## src/rtl/n_channel_demux.sv

```systemverilog
// ---------------------------------------------------------------------------
// n_channel_demux
//
// Streaming 1-to-N demultiplexer. A single valid/ready word stream is routed
// to one of N_OUTPUTS channel outputs. The channel is chosen once per packet:
// sel is sampled in IDLE when in_valid is seen, and it is held until the word
// carrying in_last has been accepted. An out-of-range sel sends the packet to
// DROP, where every word is accepted and thrown away.
//
// Each channel owns a one-entry holding register with its own valid/ready
// handshake. A channel can load and drain in the same cycle, so a consumer
// that is always ready sees one word per cycle.
//
// Ports
//   clk            system clock, rising edge
//   rst            synchronous active-high reset
//   in_data        input word
//   in_valid       in_data valid
//   in_last        last word of packet (qualified by in_valid)
//   in_ready       block accepts the word this cycle
//   sel            target channel, sampled only in IDLE
//   out_data       channel i word at [DATA_WIDTH*(i+1)-1 : DATA_WIDTH*i]
//   out_valid      per-channel word valid
//   out_last       per-channel last flag
//   out_ready      per-channel consumer ready
//   busy           high while a packet is in progress (state != IDLE)
//   sel_err        one-cycle pulse when an out-of-range sel is latched
//   sel_err_count  saturating count of out-of-range packets
// ---------------------------------------------------------------------------
module n_channel_demux #(
  parameter int N_OUTPUTS     = 8,
  parameter int DATA_WIDTH    = 22,
  parameter int SEL_WIDTH     = 5,
  parameter int ERR_CNT_WIDTH = 16
) (
  input  logic                            clk,
  input  logic                            rst,
  input  logic [DATA_WIDTH-1:0]           in_data,
  input  logic                            in_valid,
  input  logic                            in_last,
  output logic                            in_ready,
  input  logic [SEL_WIDTH-1:0]            sel,
  output logic [N_OUTPUTS*DATA_WIDTH-1:0] out_data,
  output logic [N_OUTPUTS-1:0]            out_valid,
  output logic [N_OUTPUTS-1:0]            out_last,
  input  logic [N_OUTPUTS-1:0]            out_ready,
  output logic                            busy,
  output logic                            sel_err,
  output logic [ERR_CNT_WIDTH-1:0]        sel_err_count
);

  typedef enum logic [1:0] {
    IDLE  = 2'd0,
    ROUTE = 2'd1,
    DROP  = 2'd2
  } state_t;

  localparam logic [31:0] N_OUT_U = N_OUTPUTS;

  state_t                     state_reg, state_next;
  logic [SEL_WIDTH-1:0]       cur_ch_reg, cur_ch_next;
  logic                       sel_err_reg, sel_err_next;
  logic [ERR_CNT_WIDTH-1:0]   err_cnt_reg, err_cnt_next;

  logic                       sel_in_range;
  logic                       in_fire;
  logic [N_OUTPUTS-1:0]       ch_hit;   // one-hot decode of cur_ch_reg
  logic [N_OUTPUTS-1:0]       ch_load;  // channel register loads this cycle

  // Zero-extend before comparing so any sel width works against N_OUTPUTS.
  assign sel_in_range = (32'(sel) < N_OUT_U);

  // ---------------------------------------------------------------------
  // Per-channel holding registers
  // ---------------------------------------------------------------------
  genvar gi;
  generate
    for (gi = 0; gi < N_OUTPUTS; gi++) begin : g_ch
      logic [DATA_WIDTH-1:0] data_reg;
      logic                  valid_reg;
      logic                  last_reg;

      // Decoding through a compare avoids indexing out_valid with a selector
      // that is wider than the channel count.
      assign ch_hit[gi]  = (cur_ch_reg == SEL_WIDTH'(gi));
      assign ch_load[gi] = in_fire & ch_hit[gi] & (state_reg == ROUTE);

      always_ff @(posedge clk) begin
        if (rst) begin
          data_reg  <= '0;
          valid_reg <= 1'b0;
          last_reg  <= 1'b0;
        end else if (ch_load[gi]) begin
          // A load wins over a simultaneous drain: the new word replaces
          // the one the consumer is taking this cycle.
          data_reg  <= in_data;
          last_reg  <= in_last;
          valid_reg <= 1'b1;
        end else if (valid_reg & out_ready[gi]) begin
          // Data is left in place after a drain; only valid drops.
          valid_reg <= 1'b0;
        end
      end

      assign out_data[DATA_WIDTH*gi +: DATA_WIDTH] = data_reg;
      assign out_valid[gi]                         = valid_reg;
      assign out_last[gi]                          = last_reg;
    end
  endgenerate

  // ---------------------------------------------------------------------
  // Input handshake
  // ---------------------------------------------------------------------
  always_comb begin
    in_ready = 1'b0;
    case (state_reg)
      // Ready when the target register is empty or is draining this cycle.
      ROUTE:   in_ready = |(ch_hit & (~out_valid | out_ready));
      DROP:    in_ready = 1'b1;
      default: in_ready = 1'b0;
    endcase
  end

  assign in_fire = in_valid & in_ready;

  // ---------------------------------------------------------------------
  // Packet FSM
  // ---------------------------------------------------------------------
  always_ff @(posedge clk) begin
    if (rst) begin
      state_reg   <= IDLE;
      cur_ch_reg  <= '0;
      sel_err_reg <= 1'b0;
      err_cnt_reg <= '0;
    end else begin
      state_reg   <= state_next;
      cur_ch_reg  <= cur_ch_next;
      sel_err_reg <= sel_err_next;
      err_cnt_reg <= err_cnt_next;
    end
  end

  always_comb begin
    state_next   = state_reg;
    cur_ch_next  = cur_ch_reg;
    sel_err_next = 1'b0;
    err_cnt_next = err_cnt_reg;
    case (state_reg)
      IDLE: begin
        // Packet start costs one cycle: sel is latched, no word is taken.
        if (in_valid) begin
          cur_ch_next = sel;
          if (sel_in_range) begin
            state_next = ROUTE;
          end else begin
            state_next   = DROP;
            sel_err_next = 1'b1;
            if (err_cnt_reg != {ERR_CNT_WIDTH{1'b1}}) begin
              err_cnt_next = err_cnt_reg + ERR_CNT_WIDTH'(1);
            end
          end
        end
      end
      ROUTE, DROP: begin
        if (in_fire & in_last) begin
          state_next = IDLE;
        end
      end
      default: state_next = IDLE;
    endcase
  end

  assign busy          = (state_reg != IDLE);
  assign sel_err       = sel_err_reg;
  assign sel_err_count = err_cnt_reg;

endmodule

```

## config.mk

```make
export PLATFORM = sky130hd
export DESIGN_NAME = n_channel_demux
export DESIGN_NICKNAME = d
export VERILOG_FILES = /design/src/rtl/n_channel_demux.sv
export SDC_FILE = /design/constraint.sdc
export NUM_CORES = 1
export LEC_CHECK = 0
export ABC_AREA = 1
export BUFFER_PORTS_ARGS = -buffer_cell sky130_fd_sc_hd__buf_2
export CAP_MARGIN = 20
export CORE_MARGIN = 3
export CORE_UTILIZATION = 50
export CTS_BUF_LIST = sky130_fd_sc_hd__clkbuf_4 sky130_fd_sc_hd__clkbuf_8
export CTS_CLUSTER_DIAMETER = 120
export CTS_CLUSTER_SIZE = 8
export DETAILED_ROUTE_END_ITERATION = 10
export GPL_ROUTABILITY_DRIVEN = 0
export PLACE_DENSITY = 0.78
export SETUP_SLACK_MARGIN = 0.3
export SYNTH_ARGS = -nofsm -noshare
export SYNTH_HDL_FRONTEND = slang
export SYNTH_SLANG_ARGS = --single-unit
export TNS_END_PERCENT = 30
```

## constraint.sdc

```tcl
create_clock -name clk -period 5.59 [get_ports clk]
set_input_delay 0 -clock clk [delete_from_list [all_inputs] [get_ports clk]]
set_output_delay 0 -clock clk [all_outputs]
set_load 0.05 [all_outputs]
```

==> results.cfg, run 1 <==
[outcome]
status = complete, no violations

[route]
firstDrtPassIters = 5
vias = 7566
drtIter0Drc = 495
final_antenna_net_count = 0
wl_um = 23800
via_per_inst = 5.02
route.detailed.drc = 0
routedWlPerCell_um = 15.8

[flow_run]
maxCapViolCount = 0

[timing]
clock_skew_ps = 21.7
fin_tns_setup_ps = 0
clock.fmax_mhz = 348
setup_violations = 0
worst_pin_slew_ps = 910
post-route-min-period_ps = 2880
period_share_pct = 51.5
relSlewSlack_pct = 39.2
hold_viol = 0
maxSlewViolCount = 0
rsz0062_at_grt = false

[logic_synthesis]
synth_seq_area_share_pct = 54.4
yosys_warnings = 0
synth.avg_cell_area_um2 = 7.63
yosys.area.top_type = dfxtp_1
synthDistinctLibCells = 28
netlist_instances = 1042
synth_area_um2 = 7950
synth_top_area_share_pct = 54.4
synth_area_leaders = dfxtp_1, nor2_1, o21ai_0
synthesis.nets = 1085
ys_ff_latch = 216

[floorplanning]
start_util_pct = 51.7
die_area_um2 = 17500
die_y_um = 132
row_count = 45
ios = 250
fp.dieW_um = 132
core_um2 = 15400

[final_layout]
fill_cells = 1324
layout_common_cells = nor2_1, buf_2, dfxtp_1, o21ai_0, nand2_1
layout_commonest_cell = nor2_1
drive_gt1_share_pct = 23.0
nets = 1341
largest_reg_flops = 176
syn_to_final_growth_pct = 25.5
multi_input_area_um2 = 3050
area.sequential_um2 = 4320
n_antenna_cell = 0

[clock_network]
cts_sinks = 216
cts_htree_levels = 1
cts_tree = yes
cts_inserted_buffers = 30
clock-root-buffer = clkbuf_8
cts_max_path_buffers = 3
postCtsResizedCells = 0
clk_pin_slew_ps = 70
clock_latency_ps = 530

[grt]
grt_pass1_wl_um = 37100
grt_pass1_vias = 6857
antenna_found_initial = 0
grt_max_degree = 143
grt_overflow = 0
track_usage_pct = 25.9

[worst_setup_path]
cp_max_fo = 25
r2r-end = g_ch[0].valid_reg
ff2ff_setup_slack_ps = 2710
crit_type = flop to flop
cp.required_ps = 6070
arrival_ps = 3360
reg2regPathDepth = 14
cp-start-kind = flop
rr_startpoint = cur_ch_reg[4]
setup.worst_path.end_class = flop
startpoint = cur_ch_reg[4]

[min_path]
holdCritPathClass = input pin to flop
hold_end = cur_ch_reg[3]
whs_path_depth = 4
min_from = sel[3]

[power_and_ir_drop]
cellLeakagePower_nw = 4.57
peakVddDrop_uv = 157
power_mw = 2.76
power-per-cell-area_nw_per_um2 = 276

[placed_design]
io_buffer_count = 249
dp_hpwl_um = 15700
worst max-delay path by stage:
stage                      endpoint  slack (ps)  depth (start not counted)
2_1_floorplan      sel_err_count[7]        3600                         11
3_3_place_gp   g_ch[0].data_reg[19]        2870                         15
3_5_place_dp    g_ch[4].data_reg[9]        2830                         15
4_1_cts           g_ch[0].valid_reg        2770                         14
5_1_grt           g_ch[0].valid_reg        2400                         14
6_report          g_ch[0].valid_reg        2710                         14
final cells by class:
cell class | instances | share of cell area (%)
sequential | 216 | 43.3
tap | 211 | 2.64
inverter | 47 | 1.79
clock buffer | 31 | 4.27
multi-input combinational | 706 | 30.5
timing repair buffer | 297 | 17.4
critical path, cell delays in order (launching register included):
cell and delay, ps:
dfxtp_1 320, nor2_2 170, nand2_2 90, nor2_1 140, nand2_1 70, nand2_1 60
nor2_1 40, nand2_1 50, nand2_1 50, nand2_2 80, nand3_2 80, nor2_4 170
nand2_1 560, a21oi_1 350, dlygate4sd3_1 580
cells in the mapped netlist:
library cell / number
a211oi_1: 2
a21oi_1: 23
a2bb2oi_1: 1
a31oi_1: 1
and3_1: 1
buf_1: 1
buf_4: 32
clkbuf_1: 32
clkbuf_2: 8
dfxtp_1: 216
ha_1: 4
inv_1: 39
inv_2: 8
nand2_1: 54
nand2_2: 3
nand3_1: 8
nand3_2: 1
nand4_1: 4
nor2_1: 397
nor2_2: 1
nor2_4: 1
nor3_1: 4
nor3b_1: 1
nor4_1: 1
o21ai_0: 195
or2_2: 1
xnor2_1: 1
xor2_1: 2
cell families after synthesis:
kind of cell / after synthesis / share of synthesized area, %
XOR/XNOR: 3 / 0.330
flip-flops: 216 / 54.4
AO/OA/AOI/OAI: 222 / 14.1
buffers and inverters: 120 / 7.30
AND/OR/NAND/NOR: 477 / 23.3
adder cells (fa/ha/maj): 4 / 0.629
power by group:
part / leakage, nW / switching [mW] / internal, mW
clock: 0.223 / 0.515 / 0.487
combinational: 2.60 / 0.130 / 0.0697
sequential: 1.74 / 0.00736 / 1.55
through the flow:
| stage | cell area (um^2) | setup WS (ps) | hold WS, ps | utilization (%) | cells |
|---|---|---|---|---|---|
| 4_1_cts | 9960 | 2770 | 254 | 64.8 | 1507 |
| 3_3_place_gp | 9070 | 2870 | 280 | 59.0 | 1430 |
| 5_1_grt | 9980 | 2400 | 291 | 64.9 | 1508 |
| 3_5_place_dp | 9070 | 2830 | 272 | 59.0 | 1430 |
| 6_report | 9980 | 2710 | 278 | 64.9 | 1508 |
| 2_1_floorplan | 7950 | 3600 | 165 | - | 1042 |
metal layers:
| metal | track usage [%] | wire, um | vias up |
|---|---|---|---|
| li1 | - | - | 3797 |
| met1 | 32.9 | 9640 | 3404 |
| met2 | 43.7 | 11600 | 317 |
| met3 | 5.19 | 1930 | 48 |
| met4 | 9.45 | 683 | 0 |
| met5 | 0 | 0 | - |
repair_timing:
action | in CTS | in global routing
endpoints found under the setup margin | 0 | 0
hold endpoints to repair | 207 | 0
buffers inserted | 0 | 0
hold buffers | 46 | 0
(Power assumes the default switching activity.)
==> run 2, diff against run 1 <==
==> constraint.sdc (replaced) <==
create_clock -name clk -period 2.9 [get_ports clk]
set_input_delay 0 -clock clk [delete_from_list [all_inputs] [get_ports clk]]
set_output_delay 0 -clock clk [all_outputs]
set_load 0.05 [all_outputs]
==> run 2 against run 1 <==
Effect of this change: clock-buffer cell count unchanged; critical path depth rose by 1; hold slack better by 3.5 ps; critical path type unchanged.
==> results.cfg, run 2 (synthesized netlist as in run 1, its figures left out) <==
[final_layout]
nets = 1353
n_antenna_cell = 0
layout_commonest_cell = nor2_1
drive_gt1_share_pct = 24.1
final_util_pct = 65.9
syn_to_final_growth_pct = 27.4
largest_reg_flops = 176
layout_common_cells = nor2_1, buf_2, dfxtp_1, o21ai_0, nand2_1

[power_and_ir_drop]
p_sw_share_pct = 23.9
p_int_mw = 4.06
cellLeakagePower_nw = 4.63
combPwrFrac_pct = 7.4
clock_power_share_pct = 36.3
seqPwrFrac_pct = 56.2
peakVddDrop_uv = 327
power-per-cell-area_nw_per_um2 = 527
p_sw_mw = 1.28

[clock_network]
cts_max_path_buffers = 3
cts_sinks = 216
cts_htree_levels = 1
cts_inserted_buffers = 30
cts_tree = yes
clk_pin_slew_ps = 60
clock-root-buffer = clkbuf_8
clock_latency_ps = 540

[timing]
worst_pin_slew_ps = 457
rsz0062_at_grt = true
setup_violations = 0
relSlewSlack_pct = 69.5
clock_skew_ps = 18.8
maxSlewViolCount = 0
hold_viol = 0
period_share_pct = 86.3
post-route-min-period_ps = 2500
fin_tns_setup_ps = 0
clock.fmax_mhz = 400

[floorplanning]
row_count = 45
die_y_um = 132
fp.dieW_um = 132
ios = 250
core_um2 = 15400
die_area_um2 = 17500
start_util_pct = 51.7

[route]
vias = 7697
drtIter0Drc = 522
via_per_inst = 5.06
wl_um = 23900
route.detailed.drc = 0
final_antenna_net_count = 0
firstDrtPassIters = 4
routedWlPerCell_um = 15.7

[grt]
grt_overflow = 0
track_usage_pct = 26.0
grt_max_degree = 114
grt_pass1_vias = 7036
antenna_found_initial = 0
grt_pass1_wl_um = 37500

[placed_design]
dp_hpwl_um = 16100
io_buffer_count = 249

[worst_setup_path]
setup.worst_path.end_class = flop
arrival_ps = 2960
rr_startpoint = cur_ch_reg[3]
crit_type = flop to flop
cp_max_fo = 24
cp.required_ps = 3360
startpoint = cur_ch_reg[3]
ff2ff_setup_slack_ps = 400
cp-start-kind = flop

[outcome]
status = complete, no violations

[min_path]
holdCritPathClass = input pin to flop
min_from = sel[3]

[flow_run]
maxCapViolCount = 0
[run 2: layout make-up]
| type | count | area (um^2) |
|---|---|---|
| timing repair buffer | 309 | 1840 |
| sequential | 216 | 4320 |
| multi-input combinational | 706 | 3090 |
| inverter | 47 | 181 |
| tap | 211 | 264 |
| fill | 1375 | 5240 |
| clock buffer | 31 | 427 |
[run 2: worst max-delay path: stages, from the launching register on]
cell	delay (ps)
dfxtp_1	350
nor2_4	160
nand2_4	90
nor2_2	130
nand2_1	70
nand2_1	60
nor2_1	40
nand2_1	50
nand2_1	60
nand2_2	80
nand3_2	80
nor2_4	230
nand2_2	100
buf_6	180
a21oi_1	160
dlygate4sd3_1	580
[run 2: layer usage]
metal  global-route usage [%]  vias up  wire length, um
met5                        0        -                0
met4                     8.46        0              673
met3                     5.61       52             1760
met2                     44.6      299            11600
met1                     32.7     3518             9890
li1                         -     3828                -
[run 2: final timing paths]
| kind | cells after the start | end |
|---|---|---|
| worst max-delay path | 15 | g_ch[3].valid_reg |
| worst min register to register | 2 | sel_err_count[9] |
| worst min-delay path | 4 | cur_ch_reg[3] |
| worst max register to register | 15 | g_ch[3].valid_reg |
[run 2: power by group through the flow]
| stage | logic (mW) | clock network (mW) | registers, mW |
|---|---|---|---|
| 2_1_floorplan | 0.188 | 0 | 3.09 |
| 3_3_place_gp | 0.329 | 0 | 3.06 |
| 3_5_place_dp | 0.330 | 0 | 3.06 |
| 4_1_cts | 0.378 | 1.99 | 3.00 |
| 5_1_grt | 0.443 | 2.11 | 3.00 |
| 6_report | 0.397 | 1.94 | 3.00 |
[run 2: what timing repair did]
action,4_1_cts,5_1_grt
setup endpoints to repair,0,78
setup buffers,0,1
gates resized for setup,0,18
hold buffers,49,0
hold endpoints to repair,207,0
[run 2: through the flow]
stage               worst slack, ps  power (mW)  instance area [um^2]  cells  hold slack, ps
floorplan                       914        3.27                  7950   1042             165
global placement                640        3.39                  9150   1439             289
detailed placement              525        3.39                  9150   1439             278
CTS                             430        5.37                 10100   1519             248
global route                    203        5.56                 10100   1520             287
finish                          398        5.34                 10100   1520             281
